===== src/rtl/a5_keystream_gen_pkg.sv =====
`default_nettype none
// ============================================================================
//  Module      : a5_pkg
//  Description : Shared A5/1 constants: register geometry, tap masks,
//                clock-bit positions, sequencer state codes and run defaults.
//  Revision    : 1.0 - initial release
// ============================================================================
package a5_pkg;

    // Register lengths
    localparam int c_r1_len = 19;
    localparam int c_r2_len = 22;
    localparam int c_r3_len = 23;

    // Feedback tap masks (bit i set means bit i feeds the parity)
    localparam logic [c_r1_len-1:0] c_r1_taps = 19'h07_2000; // 13,16,17,18
    localparam logic [c_r2_len-1:0] c_r2_taps = 22'h30_0000; // 20,21
    localparam logic [c_r3_len-1:0] c_r3_taps = 23'h70_0080; // 7,20,21,22

    // Majority clocking bit positions
    localparam int c_r1_clk_bit = 8;
    localparam int c_r2_clk_bit = 10;
    localparam int c_r3_clk_bit = 10;

    // Default run geometry
    localparam int c_key_bits   = 64;
    localparam int c_frame_bits = 22;
    localparam int c_mix_cycles = 100;
    localparam int c_ks_bits    = 228;

    // Sequencer state encoding
    typedef logic [2:0] state_t;
    localparam state_t c_st_idle  = 3'd0;
    localparam state_t c_st_clr   = 3'd1;
    localparam state_t c_st_key   = 3'd2;
    localparam state_t c_st_frame = 3'd3;
    localparam state_t c_st_mix   = 3'd4;
    localparam state_t c_st_ks    = 3'd5;
    localparam state_t c_st_drain = 3'd6;

    function automatic int max2(input int a, input int b);
        return (a > b) ? a : b;
    endfunction

    function automatic logic maj3(input logic a, input logic b, input logic c);
        return (a & b) | (a & c) | (b & c);
    endfunction

endpackage
`default_nettype wire


===== src/rtl/a5_keystream_gen_if.sv =====
`default_nettype none
// ============================================================================
//  Module      : a5_keystream_gen_if
//  Description : Keystream word stream (valid/ready with last qualifier).
//  Revision    : 1.0 - initial release
// ============================================================================
interface a5_keystream_gen_if #(
    parameter int OUT_W = 8
);
    logic [OUT_W-1:0] ks_data;
    logic             ks_valid;
    logic             ks_ready;
    logic             ks_last;

    modport master (output ks_data, output ks_valid, output ks_last, input ks_ready);
    modport slave  (input ks_data, input ks_valid, input ks_last, output ks_ready);
endinterface
`default_nettype wire


===== src/rtl/a5_ks_packer.sv =====
`default_nettype none
// ============================================================================
//  Module      : a5_ks_packer
//  Description : Packs serial keystream bits MSB-first into words. A bit
//                accumulator feeds a single output register on a valid/ready
//                stream. The last bit closes the word early (zero padding in
//                the low bits) and tags it with ks_last. o_stall tells the
//                sequencer a finished word has nowhere to go this cycle.
//  Revision    : 1.0 - initial release
// ============================================================================
module a5_ks_packer #(
    parameter int OUT_W = 8
) (
    input  wire logic          clk,
    input  wire logic          reset_n,
    input  wire logic          i_clear,
    input  wire logic          i_bit_valid,
    input  wire logic          i_bit,
    input  wire logic          i_bit_last,
    output logic               o_stall,
    output logic               o_last_xfer,
    a5_keystream_gen_if.master ks
);

    localparam int c_pos_w = (OUT_W > 1) ? $clog2(OUT_W) : 1;

    logic [OUT_W-1:0]   r_acc;
    logic [OUT_W-1:0]   r_data;
    logic [c_pos_w-1:0] r_pos;
    logic               r_acc_full;
    logic               r_acc_last;
    logic               r_valid;
    logic               r_last;

    logic [OUT_W-1:0]   w_acc_base;
    logic [OUT_W-1:0]   w_acc_nxt;
    logic [c_pos_w-1:0] w_pos_base;
    logic [c_pos_w-1:0] w_idx;
    logic               w_out_free;
    logic               w_xfer;

    assign w_out_free  = !r_valid || ks.ks_ready;
    assign w_xfer      = r_acc_full && w_out_free;
    assign o_stall     = r_acc_full && !w_out_free;
    assign o_last_xfer = r_valid && r_last && ks.ks_ready;

    // A word leaving the accumulator this cycle frees it for the incoming bit
    always_comb begin
        w_acc_base         = w_xfer ? '0 : r_acc;
        w_pos_base         = w_xfer ? '0 : r_pos;
        w_idx              = c_pos_w'(OUT_W - 1) - w_pos_base;
        w_acc_nxt          = w_acc_base;
        w_acc_nxt[w_idx]   = i_bit;
    end

    // Accumulator and output register; the output only loads when free, so
    // data stays put while valid is waiting for ready
    always_ff @(posedge clk or negedge reset_n) begin
        if (!reset_n) begin
            r_acc      <= '0;
            r_pos      <= '0;
            r_acc_full <= 1'b0;
            r_acc_last <= 1'b0;
            r_data     <= '0;
            r_valid    <= 1'b0;
            r_last     <= 1'b0;
        end else if (i_clear) begin
            r_acc      <= '0;
            r_pos      <= '0;
            r_acc_full <= 1'b0;
            r_acc_last <= 1'b0;
            r_data     <= '0;
            r_valid    <= 1'b0;
            r_last     <= 1'b0;
        end else begin
            if (ks.ks_ready) begin
                r_valid <= 1'b0;
                r_last  <= 1'b0;
            end
            if (w_xfer) begin
                r_data  <= r_acc;
                r_valid <= 1'b1;
                r_last  <= r_acc_last;
            end
            if (i_bit_valid) begin
                r_acc      <= w_acc_nxt;
                r_pos      <= w_pos_base + 1'b1;
                r_acc_full <= (w_pos_base == c_pos_w'(OUT_W - 1)) || i_bit_last;
                r_acc_last <= i_bit_last;
            end else if (w_xfer) begin
                r_acc      <= '0;
                r_pos      <= '0;
                r_acc_full <= 1'b0;
                r_acc_last <= 1'b0;
            end
        end
    end

    assign ks.ks_data  = r_data;
    assign ks.ks_valid = r_valid;
    assign ks.ks_last  = r_last;

endmodule
`default_nettype wire


===== src/rtl/a5_lfsr.sv =====
`default_nettype none
// ============================================================================
//  Module      : a5_lfsr
//  Description : One A5 shift register. load clears it; clk_en shifts left
//                with (tap parity ^ d) entering bit 0. The MSB of the next
//                state is exported so the keystream bit can be taken from
//                the post-clock contents in the same cycle the shift happens.
//  Revision    : 1.0 - initial release
// ============================================================================
module a5_lfsr #(
    parameter int             LEN      = 19,
    parameter logic [LEN-1:0] TAP_MASK = '0,
    parameter int             CLK_BIT  = 8
) (
    input  wire logic clk,
    input  wire logic reset_n,
    input  wire logic i_load,
    input  wire logic i_clk_en,
    input  wire logic i_d,
    output logic      o_clk_bit,
    output logic      o_msb_nxt
);

    logic [LEN-1:0] r_q;
    logic [LEN-1:0] w_q_nxt;
    logic           w_fb;

    // Next-state selection: clear has priority over shifting
    always_comb begin
        w_fb    = ^(r_q & TAP_MASK);
        w_q_nxt = r_q;
        if (i_load) begin
            w_q_nxt = '0;
        end else if (i_clk_en) begin
            w_q_nxt = {r_q[LEN-2:0], w_fb ^ i_d};
        end
    end

    // Register update
    always_ff @(posedge clk or negedge reset_n) begin
        if (!reset_n) begin
            r_q <= '0;
        end else begin
            r_q <= w_q_nxt;
        end
    end

    assign o_clk_bit = r_q[CLK_BIT];
    assign o_msb_nxt = w_q_nxt[LEN-1];

endmodule
`default_nettype wire


===== src/rtl/a5_keystream_gen.sv =====
`default_nettype none
// ============================================================================
//  Module      : a5_keystream_gen
//  Description : A5/1 keystream sequencer. Clears the three LFSRs, loads key
//                then frame serially, runs majority-clocked mixing with the
//                output discarded, then streams KS_BITS keystream bits through
//                the word packer. Stalls only in KS under backpressure.
//  Revision    : 1.0 - initial release
// ============================================================================
module a5_keystream_gen
    import a5_pkg::*;
#(
    parameter int KEY_BITS   = c_key_bits,
    parameter int FRAME_BITS = c_frame_bits,
    parameter int MIX_CYCLES = c_mix_cycles,
    parameter int KS_BITS    = c_ks_bits,
    parameter int OUT_W      = 8
) (
    input  wire logic                  clk,
    input  wire logic                  reset_n,
    input  wire logic                  start,
    input  wire logic                  abort,
    input  wire logic [KEY_BITS-1:0]   key,
    input  wire logic [FRAME_BITS-1:0] frame,
    output logic                       busy,
    output logic                       done,
    a5_keystream_gen_if.master         ks
);

    localparam int c_cnt_max = max2(max2(KEY_BITS, FRAME_BITS), max2(MIX_CYCLES, KS_BITS));
    localparam int c_cnt_w   = (c_cnt_max > 1) ? $clog2(c_cnt_max) : 1;

    state_t              r_state;
    logic [c_cnt_w-1:0]  r_cnt;
    logic [KEY_BITS-1:0] r_key;
    logic [FRAME_BITS-1:0] r_frame;
    logic                r_busy;
    logic                r_done;

    logic       w_load;
    logic       w_d;
    logic [2:0] w_en;
    logic [2:0] w_maj_en;
    logic       w_maj;
    logic       w_cb1, w_cb2, w_cb3;
    logic       w_msb1, w_msb2, w_msb3;
    logic       w_stall;
    logic       w_last_xfer;
    logic       w_bit_valid;

    assign w_maj       = maj3(w_cb1, w_cb2, w_cb3);
    assign w_maj_en    = {w_cb3 == w_maj, w_cb2 == w_maj, w_cb1 == w_maj};
    assign w_bit_valid = (r_state == c_st_ks) && !w_stall;

    // LFSR control per state; key/frame bits are taken LSB first from shifters
    always_comb begin
        w_load = 1'b0;
        w_d    = 1'b0;
        w_en   = 3'b000;
        case (r_state)
            c_st_clr:   w_load = 1'b1;
            c_st_key:   begin w_en = 3'b111; w_d = r_key[0];   end
            c_st_frame: begin w_en = 3'b111; w_d = r_frame[0]; end
            c_st_mix:   w_en = w_maj_en;
            c_st_ks:    if (!w_stall) w_en = w_maj_en;
            default:    ;
        endcase
    end

    // Sequencer: state, shared down-counter, captured operands, busy/done
    always_ff @(posedge clk or negedge reset_n) begin
        if (!reset_n) begin
            r_state <= c_st_idle;
            r_cnt   <= '0;
            r_key   <= '0;
            r_frame <= '0;
            r_busy  <= 1'b0;
            r_done  <= 1'b0;
        end else begin
            r_done <= 1'b0;
            if (abort) begin
                r_state <= c_st_idle;
                r_cnt   <= '0;
                r_busy  <= 1'b0;
            end else begin
                case (r_state)
                    c_st_idle: begin
                        if (start) begin
                            r_key   <= key;
                            r_frame <= frame;
                            r_busy  <= 1'b1;
                            r_state <= c_st_clr;
                        end
                    end
                    c_st_clr: begin
                        r_cnt   <= c_cnt_w'(KEY_BITS - 1);
                        r_state <= c_st_key;
                    end
                    c_st_key: begin
                        r_key <= r_key >> 1;
                        if (r_cnt == '0) begin
                            r_cnt   <= c_cnt_w'(FRAME_BITS - 1);
                            r_state <= c_st_frame;
                        end else begin
                            r_cnt <= r_cnt - 1'b1;
                        end
                    end
                    c_st_frame: begin
                        r_frame <= r_frame >> 1;
                        if (r_cnt == '0) begin
                            r_cnt   <= c_cnt_w'(MIX_CYCLES - 1);
                            r_state <= c_st_mix;
                        end else begin
                            r_cnt <= r_cnt - 1'b1;
                        end
                    end
                    c_st_mix: begin
                        if (r_cnt == '0) begin
                            r_cnt   <= c_cnt_w'(KS_BITS - 1);
                            r_state <= c_st_ks;
                        end else begin
                            r_cnt <= r_cnt - 1'b1;
                        end
                    end
                    c_st_ks: begin
                        if (!w_stall) begin
                            if (r_cnt == '0) begin
                                r_state <= c_st_drain;
                            end else begin
                                r_cnt <= r_cnt - 1'b1;
                            end
                        end
                    end
                    c_st_drain: begin
                        if (w_last_xfer) begin
                            r_done  <= 1'b1;
                            r_busy  <= 1'b0;
                            r_state <= c_st_idle;
                        end
                    end
                    default: r_state <= c_st_idle;
                endcase
            end
        end
    end

    assign busy = r_busy;
    assign done = r_done;

    a5_lfsr #(.LEN(c_r1_len), .TAP_MASK(c_r1_taps), .CLK_BIT(c_r1_clk_bit)) u_r1 (
        .clk(clk), .reset_n(reset_n), .i_load(w_load), .i_clk_en(w_en[0]), .i_d(w_d),
        .o_clk_bit(w_cb1), .o_msb_nxt(w_msb1)
    );

    a5_lfsr #(.LEN(c_r2_len), .TAP_MASK(c_r2_taps), .CLK_BIT(c_r2_clk_bit)) u_r2 (
        .clk(clk), .reset_n(reset_n), .i_load(w_load), .i_clk_en(w_en[1]), .i_d(w_d),
        .o_clk_bit(w_cb2), .o_msb_nxt(w_msb2)
    );

    a5_lfsr #(.LEN(c_r3_len), .TAP_MASK(c_r3_taps), .CLK_BIT(c_r3_clk_bit)) u_r3 (
        .clk(clk), .reset_n(reset_n), .i_load(w_load), .i_clk_en(w_en[2]), .i_d(w_d),
        .o_clk_bit(w_cb3), .o_msb_nxt(w_msb3)
    );

    a5_ks_packer #(.OUT_W(OUT_W)) u_packer (
        .clk(clk),
        .reset_n(reset_n),
        .i_clear(abort),
        .i_bit_valid(w_bit_valid),
        .i_bit(w_msb1 ^ w_msb2 ^ w_msb3),
        .i_bit_last(r_cnt == '0),
        .o_stall(w_stall),
        .o_last_xfer(w_last_xfer),
        .ks(ks)
    );

endmodule
`default_nettype wire


===== src/flat_wrapper.sv =====
// flat-port wrapper written by rule: the top's interface ports become plain ports
module a5_keystream_gen_flat import a5_pkg::*;
#(
    parameter int KEY_BITS   = c_key_bits,
    parameter int FRAME_BITS = c_frame_bits,
    parameter int MIX_CYCLES = c_mix_cycles,
    parameter int KS_BITS    = c_ks_bits,
    parameter int OUT_W      = 8
)
  (clk, reset_n, start, abort, key, frame, busy, done, ks_ks_data, ks_ks_valid, ks_ks_last, ks_ks_ready);
  a5_keystream_gen_if #(.OUT_W(OUT_W)) ks_i ();
  input  wire logic clk;
  input  wire logic reset_n;
  input  wire logic start;
  input  wire logic abort;
  input  wire logic [KEY_BITS-1:0] key;
  input  wire logic [FRAME_BITS-1:0] frame;
  output logic busy;
  output logic done;
  output wire logic [$bits(ks_i.ks_data)-1:0] ks_ks_data;
  output wire logic [$bits(ks_i.ks_valid)-1:0] ks_ks_valid;
  output wire logic [$bits(ks_i.ks_last)-1:0] ks_ks_last;
  input wire logic [$bits(ks_i.ks_ready)-1:0] ks_ks_ready;
  assign ks_ks_data = ks_i.ks_data;
  assign ks_ks_valid = ks_i.ks_valid;
  assign ks_ks_last = ks_i.ks_last;
  assign ks_i.ks_ready = ks_ks_ready;
  a5_keystream_gen #(.KEY_BITS(KEY_BITS), .FRAME_BITS(FRAME_BITS), .MIX_CYCLES(MIX_CYCLES), .KS_BITS(KS_BITS), .OUT_W(OUT_W)) u_core (.clk(clk), .reset_n(reset_n), .start(start), .abort(abort), .key(key), .frame(frame), .busy(busy), .done(done), .ks(ks_i));
endmodule

===== config.mk =====
export PLATFORM = sky130hd
export DESIGN_NAME = a5_keystream_gen_flat
export DESIGN_NICKNAME = d
export VERILOG_FILES = /design/src/rtl/a5_keystream_gen_pkg.sv /design/src/rtl/a5_keystream_gen_if.sv /design/src/rtl/a5_ks_packer.sv /design/src/rtl/a5_lfsr.sv /design/src/rtl/a5_keystream_gen.sv /design/src/flat_wrapper.sv
export SDC_FILE = /design/constraint.sdc
export NUM_CORES = 1
export LEC_CHECK = 0
export ABC_CLOCK_PERIOD_IN_PS = 4300
export BUFFER_PORTS_ARGS = -buffer_cell sky130_fd_sc_hd__clkbuf_2
export CAP_MARGIN = 10
export CORE_MARGIN = 1.5
export CORE_UTILIZATION = 40
export DETAILED_ROUTE_END_ITERATION = 8
export GPL_TIMING_DRIVEN = 1
export SLEW_MARGIN = 20
export SYNTH_ARGS = -nofsm -noshare
export SYNTH_HDL_FRONTEND = slang
export SYNTH_HIERARCHICAL = 1
export SYNTH_SLANG_ARGS = --single-unit
export TNS_END_PERCENT = 100

===== constraint.sdc =====
create_clock -name clk -period 4.3 [get_ports clk]
set_input_delay 0.43 -clock clk [delete_from_list [all_inputs] [get_ports clk]]
set_output_delay 0.43 -clock clk [all_outputs]
set_load 0.02 [all_outputs]

* Word level (Yosys, flattened, before mapping)
Index checks and enable logic that the tools add are counted.
** Word-level totals
- Bits of input ports :: 91
- Register bits :: 186
- Output and inout bits :: 12
** Cells by class
- Reduce and logical (&&, ||, !) cells :: 32
- Mux-type cells :: 58
- Add/sub/neg operators :: 3
- Equal/unequal tests :: 19
- Order comparisons :: 2
- Bitwise operators :: 11
** Operators by type and width (number)
- one-hot mux 64 bit (2 select lines) :: 1
- 2-to-1 mux 8 bit :: 11
- 2-to-1 mux 22 bit :: 3
- 2-to-1 mux 64 bit :: 1
- 2-to-1 mux 23 bit :: 2
- one-hot mux 22 bit (2 select lines) :: 1
- one-hot mux 8 bit (5 select lines) :: 1
- 2-to-1 mux 19 bit :: 2
- 2-to-1 mux 3 bit :: 12
- != test 3 bit (second input constant) :: 8
- XOR reduction 23 bit :: 1
- XOR reduction 22 bit :: 1
- one-hot mux 3 bit (7 select lines) :: 1
- XOR reduction 19 bit :: 1
- 2-to-1 mux 1 bit :: 18
- equality test 3 bit (second input constant) :: 4
- AND reduction 3 bit :: 4
- nonzero test 2 bit :: 6
- one-hot mux 3 bit (3 select lines) :: 1
- nonzero test 3 bit :: 3
- bitwise mux 8 bit :: 1
- zero test 8 bit :: 1
- subtractor 8 x 1 -> 8 bit (second input constant) :: 1
- AND reduction 7 bit :: 1
- 20 further kinds :: 39

* Longest topological paths before layout
Gate-level depths: netlist of run 1.
- Word-level depth :: 13
- Mapped depth :: 14
- Gate-level depth less buffers :: 11

* Modules after synthesis
The synthesis of run 1 kept the hierarchy.
** Modules (own cells, without submodules)
- a5_keystream_gen :: times used 1, sequential area each 2477.4 um^2, cells an instance 541, area an instance 5187.5 um^2
- a5_ks_packer :: times used 1, sequential area each 575.6 um^2, cells an instance 114, area an instance 1124.8 um^2
- a5_lfsr at u_core.u_r3 :: times used 1, sequential area each 575.6 um^2, cells an instance 79, area an instance 968.4 um^2
- a5_lfsr at u_core.u_r2 :: times used 1, sequential area each 550.5 um^2, cells an instance 72, area an instance 914.6 um^2
- a5_lfsr at u_core.u_r1 :: times used 1, sequential area each 475.5 um^2, cells an instance 66, area an instance 809.5 um^2

* Worst setup path after synthesis of run 1
OpenSTA, ideal clock, no wires.
- Path type :: reg-to-reg
- Start :: register u_core.r_state[0]
- End :: register u_core.u_packer.r_acc[6]
- Period minus slack after synthesis :: 3.299 ns
- Data arrival time :: 3.221 ns
- Cell stages (with the launch flop) :: 11
- Slack :: 1.001 ns
- Path through :: dfrtp_1 > clkbuf_1 > inv_1 > nor3_1 > buf_2 > clkbuf_1 > nor2_1 > xnor2_1 > xnor2_1 > or4b_1 > a21oi_1
** RTL lines
- from (decl) :: line a5_keystream_gen.sv:33 : state_t r_state;
- from (signal assigned) :: line a5_keystream_gen.sv:73 : r_state <= c_st_idle;
- from (signal assigned) :: line a5_keystream_gen.sv:82 : r_state <= c_st_idle;
- from (signal assigned) :: line a5_keystream_gen.sv:92 : r_state <= c_st_clr;
- equality test 3 x 1 -> 1 bit :: line a5_keystream_gen.sv:60 : case (r_state)
- 2-to-1 mux 1 bit :: line a5_keystream_gen.sv:60
- net u_core.w_load :: line a5_keystream_gen.sv:40 : logic w_load;
- 2-to-1 mux 19 bit :: line a5_lfsr.sv:32 : if (i_load) begin
- net u_core.w_msb1 :: line a5_keystream_gen.sv:46 : logic w_msb1, w_msb2, w_msb3;
- XOR 1 bit (2 in a row) :: line a5_keystream_gen.sv:170 : .i_bit(w_msb1 ^ w_msb2 ^ w_msb3),
- bitwise mux 8 bit :: line a5_ks_packer.sv:53 : w_acc_nxt[w_idx] = i_bit;
- 2-to-1 mux 8 bit :: line a5_ks_packer.sv:85 : if (i_bit_valid) begin
- 2-to-1 mux 8 bit :: line a5_ks_packer.sv:67 : end else if (i_clear) begin
- to (signal assigned) :: line a5_ks_packer.sv:86 : r_acc <= w_acc_nxt;
- to (decl) :: line a5_ks_packer.sv:27 : logic [OUT_W-1:0] r_acc;
The timed path passes the listed nets, and every way through them passes these cells. The select of a mux whose other input is x is not followed.
A chain may end at the register's enable or synchronous reset.

* Worst setup path in the final report of run 1
- Start :: register u_core.u_packer.r_acc_full
- End :: register u_core.u_packer.r_acc[6]
** RTL lines
- from (decl) :: line a5_ks_packer.sv:30 : logic r_acc_full;
- from (signal assigned) :: line a5_ks_packer.sv:88 : r_acc_full <= (w_pos_base == c_pos_w'(OUT_W - 1)) || i_bit_last;
- logical AND 1 bit :: line a5_ks_packer.sv:44 : assign o_stall = r_acc_full && !w_out_free;
- net u_core.w_stall :: line a5_keystream_gen.sv:47 : logic w_stall;
- 2-to-1 mux 3 bit :: line a5_keystream_gen.sv:65 : c_st_ks: if (!w_stall) w_en = w_maj_en;
- one-hot mux 3 bit (3 select lines) :: line a5_keystream_gen.sv:60
- net u_core.w_en[2] :: line a5_keystream_gen.sv:42 : logic [2:0] w_en;
- 2-to-1 mux 23 bit :: line a5_lfsr.sv:34 : end else if (i_clk_en) begin
- 2-to-1 mux 23 bit :: line a5_lfsr.sv:32
- net u_core.w_msb3 :: line a5_keystream_gen.sv:46
- XOR 1 bit :: line a5_keystream_gen.sv:170
- bitwise mux 8 bit :: line a5_ks_packer.sv:53
- 2-to-1 mux 8 bit :: line a5_ks_packer.sv:85
- 2-to-1 mux 8 bit :: line a5_ks_packer.sv:67
The timed path passes the listed nets, and every way through them passes these cells. The select of a mux whose other input is x is not followed.

==> run_results.csv, run 1 <==
group,metric,value,unit
timing,layout_min_cycle_time,3.344,ns
timing,tightest_slew,0.8345,ns
global_routing,antenna_found_initial,0,
worst_setup_path,cp.required,4.65,ns
worst_setup_path,worstPathArrival,3.70,ns
timing,fmax,299.0,MHz
clock_tree,cts_buffers,17,
die,num_rows,54,
synth,netlist_instances,872,
clock_tree,cts_buffer_depth,2,
worst_setup_path,cp_slowest_cell,"xnor2_1",
synth,yosysUniqueCellTypes,67,
place,preCtsSetupSlack,0.8655,ns
synth,syn_area,0.009005,sq mm
worst_setup_path,cpPeakStageDelay,0.57,ns
cells_and_area,layout.cells.non_filler,1235,
synth,synth_ff_type,"dfrtp_1",
clock_tree,cts_resized,0,
die,die_w,153.0,um
worst_setup_path,crit_type,"flip-flop to flip-flop",
hold_path,holdCritPathClass,"input port to async pin",
detailed_routing,drt_iter0_markers,539,
die,fp.coreArea,0.02196,sq mm
synth,synth_top_cell_area_share,51.69,%
power_and_ir_drop,power_density,543.4,mW/mm^2
synth,synth_edf_count,0,
clock_tree,htreeDepth,4,
synth,synth_commonest_cells,"186 x dfrtp_1, 155 x mux2i_1, 153 x nor2_1",
timing,maxSlewHeadroom,44.25,%
global_routing,grt_max_degree,129,
worst_setup_path,r2r_cells,11,
place,placedCellCount,1203,
clock_tree,hold_buffers,0,
clock_tree,cts_setup_buffers,0,
die,die_h,153.0,um
global_routing,grt_use_total,16.15,%
timing,fin_crit_sh,77.77,%
status,status,"finished, violations left",
detailed_routing,vias,6377,
synth,syn_area_per_cell,10.33,sq um
timing,hold_viol,0,
place,numPortBuffers,102,
cells_and_area,syn_to_final_growth,14.46,%
cells_and_area,drive_gt1_share,17.07,%
clock_tree,cts_tree,"built",
flow_run,cap_viol_max_count,0,
synth,ys_ff_latch,186,
clock_tree,path_clk_slew,0.07,ns
die,fp.dieArea,0.02342,sq mm
synth,yosysMostFrequentCell,"dfrtp_1",
synth,yosysSeqAreaShare,51.69,%
global_routing,grt_pass1_wl,31.05,mm
cells_and_area,num_antenna_cells,0,
place,gp_congestion,0.8327,
worst_setup_path,crit_path_start_kind,"flip-flop",
timing,finalSetupTns,0,ns
detailed_routing,route.detailed.drc,4,
synth,syn_nets,969,
synth,synth_area_leaders,"dfrtp_1 52%, mux2i_1 17%, nor2_1 6.4%, a21oi_1 5.0%, o21ai_0 2.1%",
synth,yosys.area.top_type,"dfrtp_1",
power_and_ir_drop,p_leak,0.004537,uW
worst_setup_path,crit_fanout,13,
clock_tree,clock-root-buffer,"clkbuf_16",
status,violations,"DRC",
die,io_pins,103,
clock_tree,cts_num_sinks,186,
global_routing,grt_pass1_vias,6213,
timing,fin_ws,0.9559,ns
global_routing,overflow,0,
timing,maxSlewViolCount,0,
timing,rsz0062_at_grt,"false",
worst_setup_path,worstPathCellList,"inv_1 > nor2_1 > a21oi_1 > a31oi_1 > nor2_2 > mux2i_1 > nor2_1 > xnor2_1 > xnor2_1 > or4b_1 > a21oi_1",
clock_tree,insertion_delay,0.44,ns
detailed_routing,ant_nets,0,
timing,setup_violations,0,
timing,fin_worst_skew,0.01601,ns
synth,ys_async_sr_fraction,100.0,%
die,initial_core_util,41.01,%
cells_and_area,layout.nets,1039,
place,detailedPlacementHpwl,11.36,mm
synth,synth_warnings,6,
detailed_routing,via_per_inst,5.164,
detailed_routing,avgRoutedWirePerCell,14.39,um
detailed_routing,firstDrtPassIters,9,
detailed_routing,finalWirelength,17.77,mm
power_and_ir_drop,ir_drop,331.0,uV
worst_setup_path,end_kind,"flip-flop",
-- cells by family after synthesis --
| kind of cell | after synthesis | synth area share, % |
|---|---|---|
| compound gates | 179 | 11.57 |
| xor+xnor | 8 | 1.250 |
| fa+ha+maj | 6 | 0.8337 |
| flops | 186 | 51.69 |
| buf+inv | 77 | 4.071 |
| simple gates | 261 | 13.35 |
| mux | 155 | 17.23 |
-- power by group --
| part | leakage [uW] | internal (uW) | switching, uW | total [uW] |
|---|---|---|---|---|
| logic | 0.00188 | 625 | 931 | 1560 |
| registers | 0.00236 | 2170 | 255 | 2420 |
| clock network | 0.000293 | 939 | 685 | 1620 |
| total | 0.00454 | 3730 | 1870 | 5600 |
-- metrics by stage --
| stage | cell area (sq um) | hold slack (ns) | power, uW | util, % |
|---|---|---|---|---|
| floorplan | 9005 | 0.1344 | 3642 | - |
| global placement | 9699 | 0.4598 | 3988 | 44.17 |
| detailed placement | 9699 | 0.4699 | 4021 | 44.17 |
| CTS | 10310 | 0.08230 | 5675 | 46.94 |
| global route | 10310 | 0.1169 | 6021 | 46.94 |
| finish | 10310 | 0.06137 | 5601 | 46.94 |
-- path summary, 6_finish.rpt --
kind / startpoint / to / slack [ns]
hold reg to reg: u_core/r_frame[1] / u_core/r_frame[1] / 0.48
setup reg to reg: u_core/u_packer/r_acc_full / u_core/u_packer/r_acc[6] / 0.96
setup / recovery: u_core/u_packer/r_acc_full / u_core/u_packer/r_acc[6] / 0.96
min in group clk: frame[21] / u_core/r_frame[21] / 0.21
hold / removal: reset_n / u_core/r_frame[5] / 0.06
max in group asynchronous: reset_n / u_core/u_r2/r_q[8] / 3.09
-- routing by layer --
layer,vias up,wire (um),track usage [%]
met5,-,0,0
met4,0,286,5.602
met3,23,650,3.516
met2,130,8324,25.15
met1,3025,8513,22.30
li1,3199,-,-
-- layout by cell type (no fill, tap or decap), types with 4 or more instances in the layout --
| master | Yosys | layout |
|---|---|---|
| nor3_1 | 8 | 7 |
| nand3b_1 | 5 | 5 |
| mux2i_1 | 155 | 155 |
| nand2b_1 | 6 | 6 |
| nor2b_1 | 4 | 4 |
| nor3b_1 | 6 | 6 |
| nor2_1 | 153 | 150 |
| clkbuf_16 | 0 | 17 |
| or3_1 | 4 | 4 |
| nand2_1 | 36 | 36 |
| a211oi_1 | 6 | 6 |
| o211ai_1 | 6 | 6 |
| a21oi_1 | 90 | 90 |
| o21ai_0 | 37 | 37 |
| ha_1 | 6 | 6 |
| clkbuf_2 | 1 | 101 |
| o21ai_1 | 6 | 6 |
| inv_1 | 13 | 13 |
| xnor2_1 | 4 | 4 |
| buf_4 | 8 | 10 |
| o31ai_1 | 6 | 6 |
| dfrtp_1 | 186 | 186 |
| nand3_1 | 14 | 14 |
-- critical path: cells and delay by family (launching register included) --
kind / cells / cell delay, ns
AO/OA/AOI/OAI: 3 / 0.58
XOR/XNOR: 2 / 0.74
buffers and inverters: 1 / 0.35
flip-flops: 1 / 0.51
multiplexers: 1 / 0.20
AND/OR/NAND/NOR: 4 / 0.90
-- flip-flops by register name, indices dropped and copies added (netlist names), 3 cells and up --
signal,cells
u_core/u_r2/r_q,22
u_core/r_frame,22
u_core/u_packer/ks.ks_data,8
u_core/u_r1/r_q,19
u_core/r_state,3
u_core/u_r3/r_q,23
u_core/u_packer/r_pos,3
u_core/r_cnt,8
u_core/u_packer/r_acc,8
u_core/r_key,64
-- layout make-up --
cell class / instances / area (sq um)
flip-flops and latches: 186 / 4654
clock buffers: 20 / 446.7
clock inverters: 12 / 161.4
inverters: 14 / 52.55
multi-input cells: 609 / 4008
repair buffers: 114 / 634.4
fillers: 2036 / 11650
well taps: 280 / 350.3
No activity file was read; power rests on OpenSTA's default activity.
==> inputs of run 2 (changes only) <==
--- a/config.mk
+++ b/config.mk
@@ -5,7 +5,7 @@
 export SDC_FILE = /design/constraint.sdc
 export NUM_CORES = 1
 export LEC_CHECK = 0
-export ABC_CLOCK_PERIOD_IN_PS = 4300
+export ABC_CLOCK_PERIOD_IN_PS = 3300
 export BUFFER_PORTS_ARGS = -buffer_cell sky130_fd_sc_hd__clkbuf_2
 export CAP_MARGIN = 10
 export CORE_MARGIN = 1.5
==> constraint.sdc (replaced) <==
create_clock -name clk -period 3.3 [get_ports clk]
set_input_delay 0.33 -clock clk [delete_from_list [all_inputs] [get_ports clk]]
set_output_delay 0.33 -clock clk [all_outputs]
set_load 0.02 [all_outputs]
==> run 2 against run 1 <==
The run still ends with DRC left. Cell count up 0.73%. Sequential share of layout area down 0.17 points. Combinational power rose by 33%. Flip-flop and latch count unchanged. Sequential power up 30%.
==> run_results.csv, run 2 (same netlist as run 1, synthesis figures left out) <==
group,metric,value,unit
detailed_routing,vias,6366,
clock_tree,clock-root-buffer,"clkbuf_16",
timing,tightest_slew,0.7190,ns
worst_setup_path,worstPathCellList,"nand2_1 > a21oi_1 > a31oi_1 > nor2_2 > mux2i_1 > nor2_1 > xnor2_1 > xnor2_1 > or4b_1 > a21oi_1",
timing,fmax,356.8,MHz
timing,finalSetupTns,0,ns
cells_and_area,top_regs,"u_core/r_key (64), u_core/u_r3/r_q (23)",
timing,maxSlewHeadroom,51.97,%
worst_setup_path,end_kind,"flip-flop",
timing,layout_min_cycle_time,2.803,ns
timing,fin_worst_skew,0.01028,ns
detailed_routing,avgRoutedWirePerCell,14.21,um
worst_setup_path,crit_type,"flip-flop to flip-flop",
clock_tree,cts_num_sinks,186,
clock_tree,cts_tree,"built",
global_routing,grt_pass1_vias,6114,
worst_setup_path,worstPathArrival,3.16,ns
flow_run,cap_viol_max_count,0,
status,violations,"DRC",
power_and_ir_drop,ir_drop,340.3,uV
cells_and_area,multi_input_area,0.004008,sq mm
cells_and_area,largest_register_ffs,64,
die,die_h,153.0,um
global_routing,grt_pass1_wl,30.45,mm
clock_tree,htreeDepth,4,
detailed_routing,finalWirelength,17.67,mm
worst_setup_path,crit_fanout,19,
cells_and_area,top_register,"u_core/r_key",
clock_tree,insertion_delay,0.43,ns
cells_and_area,regArea,0.004654,sq mm
cells_and_area,layout.nets,1049,
timing,fin_crit_sh,84.94,%
cells_and_area,mostFrequentLayoutCells,"186 x dfrtp_1, 155 x mux2i_1, 150 x nor2_1",
die,num_rows,54,
clock_tree,cts_buffer_depth,2,
cells_and_area,drive_gt1_share,17.74,%
global_routing,grt_max_degree,129,
clock_tree,cts_setup_buffers,0,
cells_and_area,syn_to_final_growth,14.91,%
timing,setup_violations,0,
global_routing,overflow,0,
detailed_routing,via_per_inst,5.117,
worst_setup_path,cp.required,3.66,ns
clock_tree,cts_resized,0,
global_routing,antenna_found_initial,0,
die,fp.dieArea,0.02342,sq mm
die,io_pins,103,
detailed_routing,firstDrtPassIters,9,
status,status,"finished, violations left",
timing,rsz0062_at_grt,"false",
timing,hold_viol,0,
detailed_routing,ant_nets,0,
timing,maxSlewViolCount,0,
global_routing,grt_use_total,15.81,%
cells_and_area,layout_commonest_cell,"dfrtp_1",
cells_and_area,num_antenna_cells,0,
place,place_area,0.009779,sq mm
detailed_routing,drt_iter0_markers,525,
power_and_ir_drop,p_leak,0.004569,uW
place,detailedPlacementHpwl,11.55,mm
die,fp.coreArea,0.02196,sq mm
place,gp_congestion,0.7842,
clock_tree,cts_buffers,17,
power_and_ir_drop,power_density,694.0,mW/mm^2
worst_setup_path,crit_path_start_kind,"flip-flop",
detailed_routing,route.detailed.drc,4,
hold_path,holdCritPathClass,"input port to flip-flop",
cells_and_area,stdcell_area,0.01035,sq mm
worst_setup_path,cp_slowest_cell,"dfrtp_1",
place,numPortBuffers,102,
die,initial_core_util,41.01,%
die,die_w,153.0,um
clock_tree,path_clk_slew,0.07,ns
cells_and_area,fillers,2038,
clock_tree,hold_buffers,1,
worst_setup_path,cpPeakStageDelay,0.71,ns
run 2: changes by cell type in the layout (fill, tap and decap cells not counted), sizes merged:
cell,change
buf,+9
bufinv,-2
clkinv,+1
clkinvlp,-1
dlygate4sd3,+1
inv,+1
run 2: worst paths after layout:
path | start | slack [ns] | cells after the start | end
max | u_core/r_state[2] | 0.50 | 10 | u_core/u_packer/r_acc[6]
min | frame[21] | 0.12 | 3 | u_core/r_frame[21]
max reg2reg | u_core/r_state[2] | 0.50 | 10 | u_core/u_packer/r_acc[6]
min reg2reg | u_core/r_frame[17] | 0.48 | 2 | u_core/r_frame[17]
max in group asynchronous | reset_n | 2.03 | 3 | u_core/u_packer/ks.ks_valid
min in group asynchronous | reset_n | 0.47 | 2 | u_core/u_r1/r_q[1]
run 2: worst max-delay path: cells and delay by family (launching register included):
kind / cells / cell delay, ns
flops: 1 / 0.71
compound gates: 3 / 0.54
simple gates: 4 / 0.88
mux: 1 / 0.20
xor+xnor: 2 / 0.39
run 2: per-layer routing:
layer	global-route usage [%]	vias up	wire length, um
met2	24.50	91	8341
met1	22.27	3049	8591
li1	-	3217	-
met3	3.714	9	610
met5	0	-	0
met4	4.202	0	131
run 2: stage by stage:
| stage | cells | power (uW) | setup slack (ns) | util (%) | hold slack [ns] |
|---|---|---|---|---|---|
| floorplan | 872 | 4746 | 0.001117 | - | 0.03441 |
| global placement | 1212 | 5234 | 0.5893 | 44.54 | 0.3811 |
| detailed placement | 1212 | 5272 | 0.5107 | 44.54 | 0.3740 |
| CTS | 1244 | 7270 | 0.4989 | 47.12 | 0.09328 |
| global route | 1244 | 7703 | 0.2121 | 47.12 | 0.1463 |
| finish | 1244 | 7181 | 0.4971 | 47.12 | 0.1226 |
run 2: cell type report:
cell class / count / area share (%)
well taps: 280 / 3.386
multi-input cells: 609 / 38.73
inverters: 14 / 0.5079
clock buffers: 20 / 4.317
clock inverters: 11 / 1.076
repair buffers: 124 / 7.001
flip-flops and latches: 186 / 44.98
run 2: where the power goes:
| part | switching (uW) | internal, uW | leakage [uW] |
|---|---|---|---|
| logic | 1220 | 847 | 0.00193 |
| clock network | 901 | 1070 | 0.000274 |
| registers | 316 | 2820 | 0.00236 |
| total | 2440 | 4740 | 0.00457 |
